[config.mk]
export PLATFORM = sky130hd
export DESIGN_NAME = piso_serializer4_flat
export DESIGN_NICKNAME = d
export VERILOG_FILES = /design/src/rtl/piso_serializer4_pkg.sv /design/src/rtl/piso_serializer4_if.sv /design/src/rtl/piso_serializer4_bit_counter.sv /design/src/rtl/piso_serializer4.sv /design/src/flat_wrapper.sv
export SDC_FILE = /design/constraint.sdc
export NUM_CORES = 1
export LEC_CHECK = 0
export CAP_MARGIN = 0
export CORE_AREA = 2 2 39 41
export CTS_CLUSTER_SIZE = 12
export DETAILED_ROUTE_END_ITERATION = 10
export DIE_AREA = 0 0 41 43
export PLACE_DENSITY = 0.7
export SLEW_MARGIN = 30
export SYNTH_ARGS = -nofsm -noshare
export SYNTH_HDL_FRONTEND = slang
export SYNTH_SLANG_ARGS = --single-unit
[constraint.sdc]
create_clock -name clk -period 1.5 [get_ports clk]
set_input_delay 0.375 -clock clk [delete_from_list [all_inputs] [get_ports clk]]
set_output_delay 0.375 -clock clk [all_outputs]
set_load 0.05 [all_outputs]
[src/rtl/piso_serializer4_pkg.sv]
// Shared types and frame-length helpers for the PISO serializer.
// PISO_PARITY_EN adds one even-parity bit to every frame.
package serial_pkg;

  typedef enum logic {
    IDLE  = 1'b0,
    SHIFT = 1'b1
  } state_t;

`ifdef PISO_PARITY_EN
  localparam int unsigned PARITY_BITS = 1;
`else
  localparam int unsigned PARITY_BITS = 0;
`endif

  function automatic int unsigned frame_len(input int unsigned width,
                                            input int unsigned parity);
    return width + parity;
  endfunction

endpackage

[src/rtl/piso_serializer4_if.sv]
// Parallel-in handshake plus framed serial-out stream of the PISO serializer.
interface piso_serializer4_if #(
  parameter int unsigned WIDTH = 4
);
  logic [WIDTH-1:0] din;
  logic             din_valid;
  logic             din_ready;
  logic             sout;
  logic             sout_valid;
  logic             last;
  logic             busy;

  modport master (
    output din, din_valid,
    input  din_ready, sout, sout_valid, last, busy
  );

  modport slave (
    input  din, din_valid,
    output din_ready, sout, sout_valid, last, busy
  );
endinterface

[src/rtl/piso_serializer4_bit_counter.sv]
// Down-counter of bits remaining in the current frame; o_tc flags zero.
module piso_bit_counter #(
  parameter int unsigned CW = 3
) (
  input  logic          clk,
  input  logic          clear,
  input  logic          i_load,
  input  logic [CW-1:0] i_load_val,
  input  logic          i_dec,
  output logic [CW-1:0] o_cnt,
  output logic          o_tc
);
  logic [CW-1:0] r_cnt;
  logic          w_tc;

  assign w_tc  = (r_cnt == '0);
  assign o_tc  = w_tc;
  assign o_cnt = r_cnt;

  always_ff @(posedge clk) begin
    if (clear) begin
      r_cnt <= '0;
    end else if (i_load) begin
      r_cnt <= i_load_val;
    end else if (i_dec && !w_tc) begin
      r_cnt <= r_cnt - CW'(1);
    end
  end
endmodule

[src/rtl/piso_serializer4.sv]
// Parallel-in serial-out framer: accepts a word on valid/ready, shifts it out one bit per clock.
// Define PISO_PARITY_EN to append an even-parity bit marked by last.
module piso_serializer4
  import serial_pkg::*;
#(
  parameter int unsigned WIDTH     = 4,
  parameter bit          MSB_FIRST = 1'b1
) (
  input logic               clk,
  input logic               clear,
  piso_serializer4_if.slave bus
);
  localparam int unsigned FRAME_LEN = frame_len(WIDTH, PARITY_BITS);
  localparam int unsigned CW        = $clog2(WIDTH + 1);
  localparam logic [CW-1:0] LOAD_VAL = CW'(FRAME_LEN - 1);

  state_t           r_state;
  logic [WIDTH-1:0] r_shreg;
  logic             r_sout;
  logic             r_sout_valid;
  logic             r_last;
  logic             r_busy;
`ifdef PISO_PARITY_EN
  logic             r_parity;
`endif

  logic          w_ready;
  logic          w_accept;
  logic          w_dec;
  logic          w_tc;
  logic [CW-1:0] w_cnt;
  logic          w_first_bit;
  logic          w_next_bit;

  assign w_ready  = (r_state == IDLE) || ((r_state == SHIFT) && r_last);
  assign w_accept = bus.din_valid && w_ready && !clear;
  assign w_dec    = (r_state == SHIFT) && !w_tc;

  assign bus.din_ready  = w_ready;
  assign bus.sout       = r_sout;
  assign bus.sout_valid = r_sout_valid;
  assign bus.last       = r_last;
  assign bus.busy       = r_busy;

  // shreg keeps the unsent bits at the outgoing end, so the bit after sout sits one position in.
  always_comb begin
    w_first_bit = MSB_FIRST ? bus.din[WIDTH-1] : bus.din[0];
    w_next_bit  = MSB_FIRST ? r_shreg[WIDTH-2] : r_shreg[1];
`ifdef PISO_PARITY_EN
    if (w_cnt == CW'(1)) begin
      w_next_bit = r_parity;
    end
`endif
  end

  piso_bit_counter #(
    .CW (CW)
  ) u_cnt (
    .clk        (clk),
    .clear      (clear),
    .i_load     (w_accept),
    .i_load_val (LOAD_VAL),
    .i_dec      (w_dec),
    .o_cnt      (w_cnt),
    .o_tc       (w_tc)
  );

  always_ff @(posedge clk) begin
    if (clear) begin
      r_state      <= IDLE;
      r_shreg      <= '0;
      r_sout       <= 1'b0;
      r_sout_valid <= 1'b0;
      r_last       <= 1'b0;
      r_busy       <= 1'b0;
`ifdef PISO_PARITY_EN
      r_parity     <= 1'b0;
`endif
    end else if (w_accept) begin
      r_state      <= SHIFT;
      r_shreg      <= bus.din;
      r_sout       <= w_first_bit;
      r_sout_valid <= 1'b1;
      r_last       <= 1'b0;
      r_busy       <= 1'b1;
`ifdef PISO_PARITY_EN
      r_parity     <= ^bus.din;
`endif
    end else begin
      case (r_state)
        IDLE: begin
          r_sout_valid <= 1'b0;
          r_last       <= 1'b0;
          r_busy       <= 1'b0;
        end
        SHIFT: begin
          if (r_last) begin
            r_state      <= IDLE;
            r_sout_valid <= 1'b0;
            r_last       <= 1'b0;
            r_busy       <= 1'b0;
          end else begin
            r_sout  <= w_next_bit;
            r_shreg <= MSB_FIRST ? (r_shreg << 1) : (r_shreg >> 1);
            r_last  <= (w_cnt == CW'(1));
          end
        end
        default: r_state <= IDLE;
      endcase
    end
  end
endmodule

[src/flat_wrapper.sv]
// flat-port wrapper written by rule: the top's interface ports become plain ports
module piso_serializer4_flat import serial_pkg::*;
#(
  parameter int unsigned WIDTH     = 4,
  parameter bit          MSB_FIRST = 1'b1
)
  (clk, clear, bus_din, bus_din_valid, bus_din_ready, bus_sout, bus_sout_valid, bus_last, bus_busy);
  piso_serializer4_if #(.WIDTH(WIDTH)) bus_i ();
  input logic clk;
  input logic clear;
  input wire logic [$bits(bus_i.din)-1:0] bus_din;
  input wire logic [$bits(bus_i.din_valid)-1:0] bus_din_valid;
  output wire logic [$bits(bus_i.din_ready)-1:0] bus_din_ready;
  output wire logic [$bits(bus_i.sout)-1:0] bus_sout;
  output wire logic [$bits(bus_i.sout_valid)-1:0] bus_sout_valid;
  output wire logic [$bits(bus_i.last)-1:0] bus_last;
  output wire logic [$bits(bus_i.busy)-1:0] bus_busy;
  assign bus_i.din = bus_din;
  assign bus_i.din_valid = bus_din_valid;
  assign bus_din_ready = bus_i.din_ready;
  assign bus_sout = bus_i.sout;
  assign bus_sout_valid = bus_i.sout_valid;
  assign bus_last = bus_i.last;
  assign bus_busy = bus_i.busy;
  piso_serializer4 #(.WIDTH(WIDTH), .MSB_FIRST(MSB_FIRST)) u_core (.clk(clk), .clear(clear), .bus(bus_i));
endmodule
-- Yosys cells after proc, flatten, opt, wreduce, memory -nomap -nowiden
Index checks and enable logic that the tools add are counted.
- register bits after elaboration: 10
- RAM bits: 0
- output and inout port bits: 5
- input port bits: 7
- memories kept: 0
- latch bits: 0
- memory bits (read-only): 0
- logic and storage cells: 41
- add/subtract/negate cells: 1
- multiplexer cells: 16
- equal/unequal tests: 3
- div/mod/pow operators: 0
- multipliers: 0
- $lt $le $gt $ge: 0
- bitwise operators: 1
- shift-type cells: 0
- reduce and logical (&&, ||, !) cells: 13
- operator list (kind ; number):
    1-bit 2-to-1 mux ; 9
    3-bit 2-to-1 mux ; 3
    1-bit logical AND ; 5
    2-bit 2-to-1 mux ; 2
    1-bit one-hot mux with 2 select lines ; 2
    2-bit nonzero test ; 2
    3-bit by 1-bit equality test with 1-bit output, second input constant ; 1
    3-bit zero test ; 1
    3-bit inequality test, second input constant ; 1
    3-bit by 1-bit subtractor with 3-bit output, second input constant ; 1
    1-bit zero test ; 2
    2-bit inequality test, second input constant ; 1
    2-bit AND reduction ; 1
    2-bit OR reduction ; 1
    1-bit logical OR ; 1
    1-bit NOT ; 1

-- Depth between registers and ports, before layout
Gate-level depths: netlist of the first run.
- depth in word-level cells: 6
- mapped depth: 6
- gate-level depth less buffers: 6

-- Modules after synthesis
Synthesis of the first run repeated with hierarchy kept, for this count alone.
- cells, all modules: 55
- area total of the unflattened synthesis: 514.2 µm²
- modules (own cells, without submodules) (module ; cells each ; sequential area each (µm²) ; instances ; area an instance (µm²)):
    piso_serializer4 ; 34 ; 140.1 ; 1 ; 331.6
    piso_bit_counter ; 21 ; 60.1 ; 1 ; 182.7

-- Worst setup path after synthesis of the first run
No wires, ideal clock.
- kind: reg-to-reg
- from: reg u_core.u_cnt.r_cnt[0] (netlist: u_core.u_cnt.o_cnt[0])
- to: reg u_core.u_cnt.r_cnt[1] (netlist: u_core.u_cnt.o_cnt[1])
- data required time: 1434 ps
- buffers on the path: 0
- slack: 86 ps
- cell stages (with the launch flop): 7
- library setup time: 66 ps
- arrival: 1348 ps
- period minus slack after synthesis: 1414 ps
- cells stage by stage: dfxtp_1 -> inv_1 -> ha_1 -> ha_1 -> nor2b_4 -> mux2_4 -> a21oi_2
- word-level cells in the longest chain between the ends: 5
- elaborated cells between the ends (all ways): 8
- classes of those cells: 1 x add/sub; 2 x mux; 5 x reduce/logical
- ends and longest elaborated chain (what ; line ; source):
    start: declaration ; piso_serializer4_bit_counter.sv:13 ; logic [CW-1:0] r_cnt;
    start signal: assignment ; piso_serializer4_bit_counter.sv:24 ; r_cnt <= i_load_val;
    start signal: assignment ; piso_serializer4_bit_counter.sv:26 ; r_cnt <= r_cnt - CW'(1);
    branches (longest 5 deep; another with 3-bit by 1-bit subtractor with 3-bit output) ; -- ;
Several ways; the timed one is not identified. The select of a mux whose other input is x is not followed.
A chain may end at the register's enable or synchronous reset.

-- Worst setup path in the final report of the first run
- from: reg u_core.r_last (netlist: u_core.bus.last)
- to: out bus_din_ready
- word-level cells in the longest chain between the ends: 2
- ends and longest elaborated chain (what ; line ; source):
    start: declaration ; piso_serializer4.sv:21 ; logic r_last;
    start signal: assignment ; piso_serializer4.sv:105 ; r_last <= (w_cnt == CW'(1));
    1-bit logical AND ; piso_serializer4.sv:35 ; assign w_ready = (r_state == IDLE) || ((r_state == SHIFT) && r_last);
    1-bit logical OR ; piso_serializer4.sv:35 ;
    end: declaration ; flat_wrapper.sv:13 ; output wire logic [$bits(bus_i.din_ready)-1:0] bus_din_ready;
No other way between the ends.

==> out/metrics.cfg, run 1 <==
[power_and_ir_drop]
ir_drop_uv=708
switching_share=0.277
p_leak_nw=0.334
seq_power_share=0.398
power_density_mw_per_mm2=1040
p_sw_mw=0.212
p_comb_frac=0.287
p_int_mw=0.551
p_clk_frac=0.316

[final_layout]
antenna_cells=0
drive_gt1_frac=0.359
nNetsFinal=75
areaGrowthSynthToFinish_pct=48.9

[routing]
route.detailed.drc=0
drt-total-wl_um=966
vias=378
viasPerCell=4.73
ant_nets=0
wl_per_cell_um=12.1
drt_iter0_drc=1
drtPass1Iterations=2

[clock_tree]
postCtsSetupBuffers=0
htreeDepth=1
cts_resized=0
cts_tree=built
clock-root-buffer=clkbuf_4
cts.sinks=10
ctsHoldBuffers=0
clockBufferDepth=2
clk_pin_slew_worst_paths_ns=0.07
cts_made_buffers=3
insertion_delay_ns=0.26

[min_path]
min-delay-path-class=reg2reg
hold_depth=1

[die]
die_x_um=41
ioPinCount=12
die_h_um=43
num_rows=14
initial_utilization=0.357
fp.dieArea_mm2=0.00176
core_area_mm2=0.00138

[worst_setup_path]
endpoint_kind=output pin
critPathBufInv=2
path_cells=nor2b_4, inv_4, buf_12
cp.arrival_ns=1.04
slowest_stage=dfxtp_1
crit_cells=3
cp_top_family=flip-flops
slowest_delay_ns=0.42
startpoint_type=flop
r2r_cells=6
required_ns=1.12
crit_type=reg2out
cp_max_fo=9

[global_route]
grt_pass1_vias=370
grt.busiest_layer=met2
grtUsageTotal=0.149
use_met1=0.182
use_met3=0.0471
grt_first_pass_wirelength_um=1680
overflow=0
use_met2=0.222
antenna_found_initial=0
grt_max_degree=10

[sta]
fin_crit_ns=1.41
worst_slew_pin_slew_ns=0.227
hold_slack_ns=0.481
min_period_over_period=0.943
setup_violations=0
hold_viol_final=0
timing.fmax_ghz=0.707
slew_headroom=0.849
drv_slew=0
rsz0062_at_grt=false
skew_ns=0.00237
fin_setup_tns_ns=0

[synthesis]
synth_most_common_cell=dfxtp_1
syn_nets=56
yosys.area.top_type=dfxtp_1
synth.top_cells.by_area=dfxtp_1, mux2i_1, ha_1
synth_cell_types=19
ys_seq_area_frac=0.405
synth_top_flop_cell=dfxtp_1
yosys.area.top_type_share=0.405
syn-cell-area_um2=494
synth_edf_count=0
async_flop_share=0
ys_ff_latch=10
netlist_top_cells_count=dfxtp_1, nor2_1, mux2i_1
ys_warn_count=0
synth_cells=46
synth.avg_cell_area_um2=10.7

[place]
hpwl_um=797
gp_congestion=0.736
port-buffer-count=11

[job]
maxCapViolations=0

[outcome]
outcome=completed

final timing paths:
kind / startpoint / to / slack, ns
worst max-delay path: u_core.bus.last / bus_din_ready / 0.09
worst min-delay path: u_core.u_cnt.o_cnt[2] / u_core.bus.last / 0.48
worst max register to register: u_core.u_cnt.o_cnt[0] / u_core.u_cnt.o_cnt[1] / 0.09
worst min register to register: u_core.u_cnt.o_cnt[2] / u_core.bus.last / 0.48
cell type report:
type                            instances  area, um2
Fill cell                             120        648
Sequential cell                        10        200
Tap cell                               16       20.0
Timing Repair Buffer                   17        205
Multi-Input combinational cell         29        256
Clock buffer                            4       36.3
Inverter                                4       17.5
registers in the layout, summed over array words and instances, names as in the netlist:
signal and flops:
u_core.r_shreg 3, u_core.u_cnt.o_cnt 3, u_core.bus.last 1, u_core.bus.sout 1
u_core.bus.sout_valid 1, u_core.r_state 1
per-layer routing:
metal  share of wire  routed length, um
met1            0.46                449
met2            0.51                489
met3           0.013                 13
met4           0.014                 14
met5               0                  0
layout by cell type (no fill, tap or decap), types with 3 or more instances in the layout:
cell type / n
buf_12: 5
ha_1: 3
mux2i_1: 4
a211oi_1: 3
dfxtp_1: 10
clkdlybuf4s50_1: 6
nor2_1: 6
buf_4: 6
clkbuf_4: 3
inv_1: 3
power groups by stage:
stage               clock [mW]  sequential (mW)  combinational (mW)
floorplan                    0            0.323               0.117
CTS                      0.249            0.304               0.219
global placement             0            0.309               0.212
finish                   0.241            0.303               0.219
detailed placement           0            0.309               0.217
global route             0.261            0.306               0.235
stage by stage:
step / util / area (um2) / cells / setup slack [ns] / power (mW)
after floorplan: - / 494 / 46 / 0.0862 / 0.440
after global placement: 0.500 / 692 / 75 / 0.0999 / 0.521
after detailed placement: 0.500 / 692 / 75 / 0.0441 / 0.527
after CTS: 0.526 / 728 / 79 / 0.0501 / 0.771
after global routing: 0.532 / 736 / 80 / 0.0268 / 0.802
final: 0.532 / 736 / 80 / 0.0856 / 0.763
cell families after synthesis:
| logic type | count (synthesis) | share of synthesized area |
|---|---|---|
| simple gates | 14 | 0.230 |
| flops | 10 | 0.405 |
| fa+ha+maj | 3 | 0.0760 |
| mux | 5 | 0.111 |
| xor+xnor | 1 | 0.0177 |
| compound gates | 6 | 0.0835 |
| buf+inv | 7 | 0.0759 |
Power figures use the tool's default switching activity.
==> inputs of run 2 (changes only) <==
--- a/config.mk
+++ b/config.mk
@@ -6,10 +6,10 @@
 export NUM_CORES = 1
 export LEC_CHECK = 0
 export CAP_MARGIN = 0
-export CORE_AREA = 2 2 39 41
+export CORE_AREA = 5 5 42 44
 export CTS_CLUSTER_SIZE = 12
 export DETAILED_ROUTE_END_ITERATION = 10
-export DIE_AREA = 0 0 41 43
+export DIE_AREA = 0 0 47 49
 export PLACE_DENSITY = 0.7
 export SLEW_MARGIN = 30
 export SYNTH_ARGS = -nofsm -noshare
==> out/metrics.cfg, run 2 (synthesized netlist as in run 1, its figures left out) <==
[outcome]
outcome=completed  ; unchanged

[sta]
hold_slack_ns=0.474  ; was 0.481 ns
min_period_over_period=0.948  ; was 0.943
fin_setup_tns_ns=0  ; unchanged
skew_ns=0.00208  ; was 0.00237 ns
drv_slew=0  ; unchanged
fin_crit_ns=1.42  ; was 1.41 ns
hold_viol_final=0  ; unchanged
worst_slew_pin_slew_ns=0.224  ; was 0.227 ns
slew_headroom=0.851  ; was 0.849
timing.fmax_ghz=0.703  ; was 0.707 GHz
setup_violations=0  ; unchanged

[routing]
viasPerCell=4.56  ; was 4.73
drt-total-wl_um=906  ; was 966 um
wl_per_cell_um=11.2  ; was 12.1 um
route.detailed.drc=0  ; unchanged
ant_nets=0  ; unchanged
drt_iter0_drc=0  ; was 1
vias=369  ; was 378
drtPass1Iterations=1  ; was 2

[final_layout]
nNetsFinal=76  ; was 75
final.fill_count=136  ; was 120
areaGrowthSynthToFinish_pct=50.6  ; was 48.9%
layout_common_cells=dfxtp_1, buf_4, nor2_1, clkdlybuf4s50_1, buf_12  ; was dfxtp_1, nor2_1, clkdlybuf4s50_1, buf_4, buf_12
layout_commonest_cell=dfxtp_1  ; unchanged
antenna_cells=0  ; unchanged
drive_gt1_frac=0.385  ; was 0.359

[power_and_ir_drop]
p_leak_nw=0.339  ; was 0.334 nW
power_density_mw_per_mm2=1030  ; was 1040 mW/mm2
switching_share=0.278  ; was 0.277
p_clk_frac=0.321  ; was 0.316
p_int_mw=0.553  ; was 0.551 mW
p_comb_frac=0.280  ; was 0.287
ir_drop_uv=796  ; was 708 uV
p_sw_mw=0.213  ; was 0.212 mW
seq_power_share=0.399  ; was 0.398

[min_path]
hold_depth=1  ; unchanged
hold_end=u_core.bus.last  ; unchanged
worstHoldStart=u_core.u_cnt.o_cnt[2]  ; unchanged
min-delay-path-class=reg2reg  ; unchanged

[worst_setup_path]
r2r_cells=6  ; unchanged
cp_max_fo=3  ; was 9
crit_type=reg2reg  ; was reg2out
r2r_slack_ns=0.08  ; was 0.09 ns
required_ns=1.71  ; was 1.12 ns
startpoint=u_core.u_cnt.o_cnt[0]  ; was u_core.bus.last
cp.arrival_ns=1.63  ; was 1.04 ns
reg2reg_to=u_core.u_cnt.o_cnt[1]  ; unchanged
r2r-start=u_core.u_cnt.o_cnt[0]  ; unchanged
startpoint_type=flop  ; unchanged
endpoint_kind=flop  ; was output pin

[global_route]
grt_pass1_vias=371  ; was 370
grtUsageTotal=0.0905  ; was 0.149
grt_max_degree=10  ; unchanged
antenna_found_initial=0  ; unchanged
overflow=0  ; unchanged
grt_first_pass_wirelength_um=1480  ; was 1680 um

[clock_tree]
clk_pin_slew_worst_paths_ns=0.07  ; about the same
clock-root-buffer=clkbuf_4  ; unchanged
cts.sinks=10  ; unchanged
clockBufferDepth=2  ; unchanged
cts_made_buffers=3  ; unchanged
cts_tree=built  ; unchanged
ctsHoldBuffers=0  ; unchanged
insertion_delay_ns=0.27  ; was 0.26 ns
htreeDepth=1  ; unchanged

[die]
die_h_um=49  ; was 43 um
ioPinCount=12  ; unchanged
die_x_um=47  ; was 41 um
initial_utilization=0.353  ; was 0.357
fp.dieArea_mm2=0.00230  ; was 0.00176 mm2
num_rows=14  ; unchanged
core_area_mm2=0.00140  ; was 0.00138 mm2

[place]
hpwl_um=669  ; was 797 um
gp_congestion=0.708  ; was 0.736
port-buffer-count=11  ; unchanged

[job]
maxCapViolations=0  ; unchanged

## run 2: power groups by stage
stage | Sequential [mW] | Clock [mW] | Combinational (mW)
2_1_floorplan | 0.323 | 0 | 0.117
3_3_place_gp | 0.310 | 0 | 0.208
3_5_place_dp | 0.311 | 0 | 0.210
4_1_cts | 0.305 | 0.254 | 0.212
5_1_grt | 0.308 | 0.270 | 0.234
6_report | 0.305 | 0.245 | 0.215
## run 2: worst max path at each step
| stage | endpoint | slack (ns) | depth (start not counted) |
|---|---|---|---|
| 6_report | u_core.u_cnt.o_cnt[1] | 0.08 | 6 |
| 3_3_place_gp | u_core.u_cnt.o_cnt[1] | 0.09 | 6 |
| 3_5_place_dp | u_core.u_cnt.o_cnt[1] | 0.05 | 6 |
| 5_1_grt | bus_din_ready | -0.005 | 3 |
| 4_1_cts | u_core.u_cnt.o_cnt[1] | 0.03 | 6 |
| 2_1_floorplan | u_core.u_cnt.o_cnt[1] | 0.09 | 6 |
## run 2: worst max-delay path, cell delays in order, from the launching register on
cell,delay (ns)
dfxtp_2,0.35
inv_1,0.04
ha_1,0.18
ha_1,0.21
nor2b_4,0.15
mux2_4,0.31
a21oi_2,0.12
## run 2: layer usage
metal / share of wire / vias up / GRT usage / wire length (um)
met5: 0 / - / 0 / 0
met4: 0 / 0 / 0.0138 / 0
met3: 0.073 / 0 / 0.0664 / 66
met2: 0.50 / 9 / 0.140 / 456
met1: 0.42 / 170 / 0.100 / 382
li1: - / 190 / - / -
## run 2: area by class of cell
type                    instances  area [um2]  share of cell area
multi-input cells              29         256               0.345
clock buffers                   4        36.3              0.0487
well taps                      16        20.0              0.0269
inverters                       4        17.5              0.0235
flip-flops and latches         10         201               0.271
repair buffers                 18         213               0.286
## run 2: stage by stage
step / area [um2] / setup slack [ns] / std cells / power [mW] / utilization
2_1_floorplan: 494 / 0.0862 / 46 / 0.440 / -
5_1_grt: 744 / -0.00450 / 81 / 0.812 / 0.531
6_report: 744 / 0.0782 / 81 / 0.765 / 0.531
4_1_cts: 728 / 0.0285 / 79 / 0.771 / 0.520
3_3_place_gp: 692 / 0.0865 / 75 / 0.518 / 0.494
3_5_place_dp: 692 / 0.0481 / 75 / 0.521 / 0.494
## run 2: timing repair
item / 4_1_cts / 5_1_grt
resized for setup: 0 / 1
endpoints found under the setup margin: 0 / 2
buffers inserted: 0 / 2
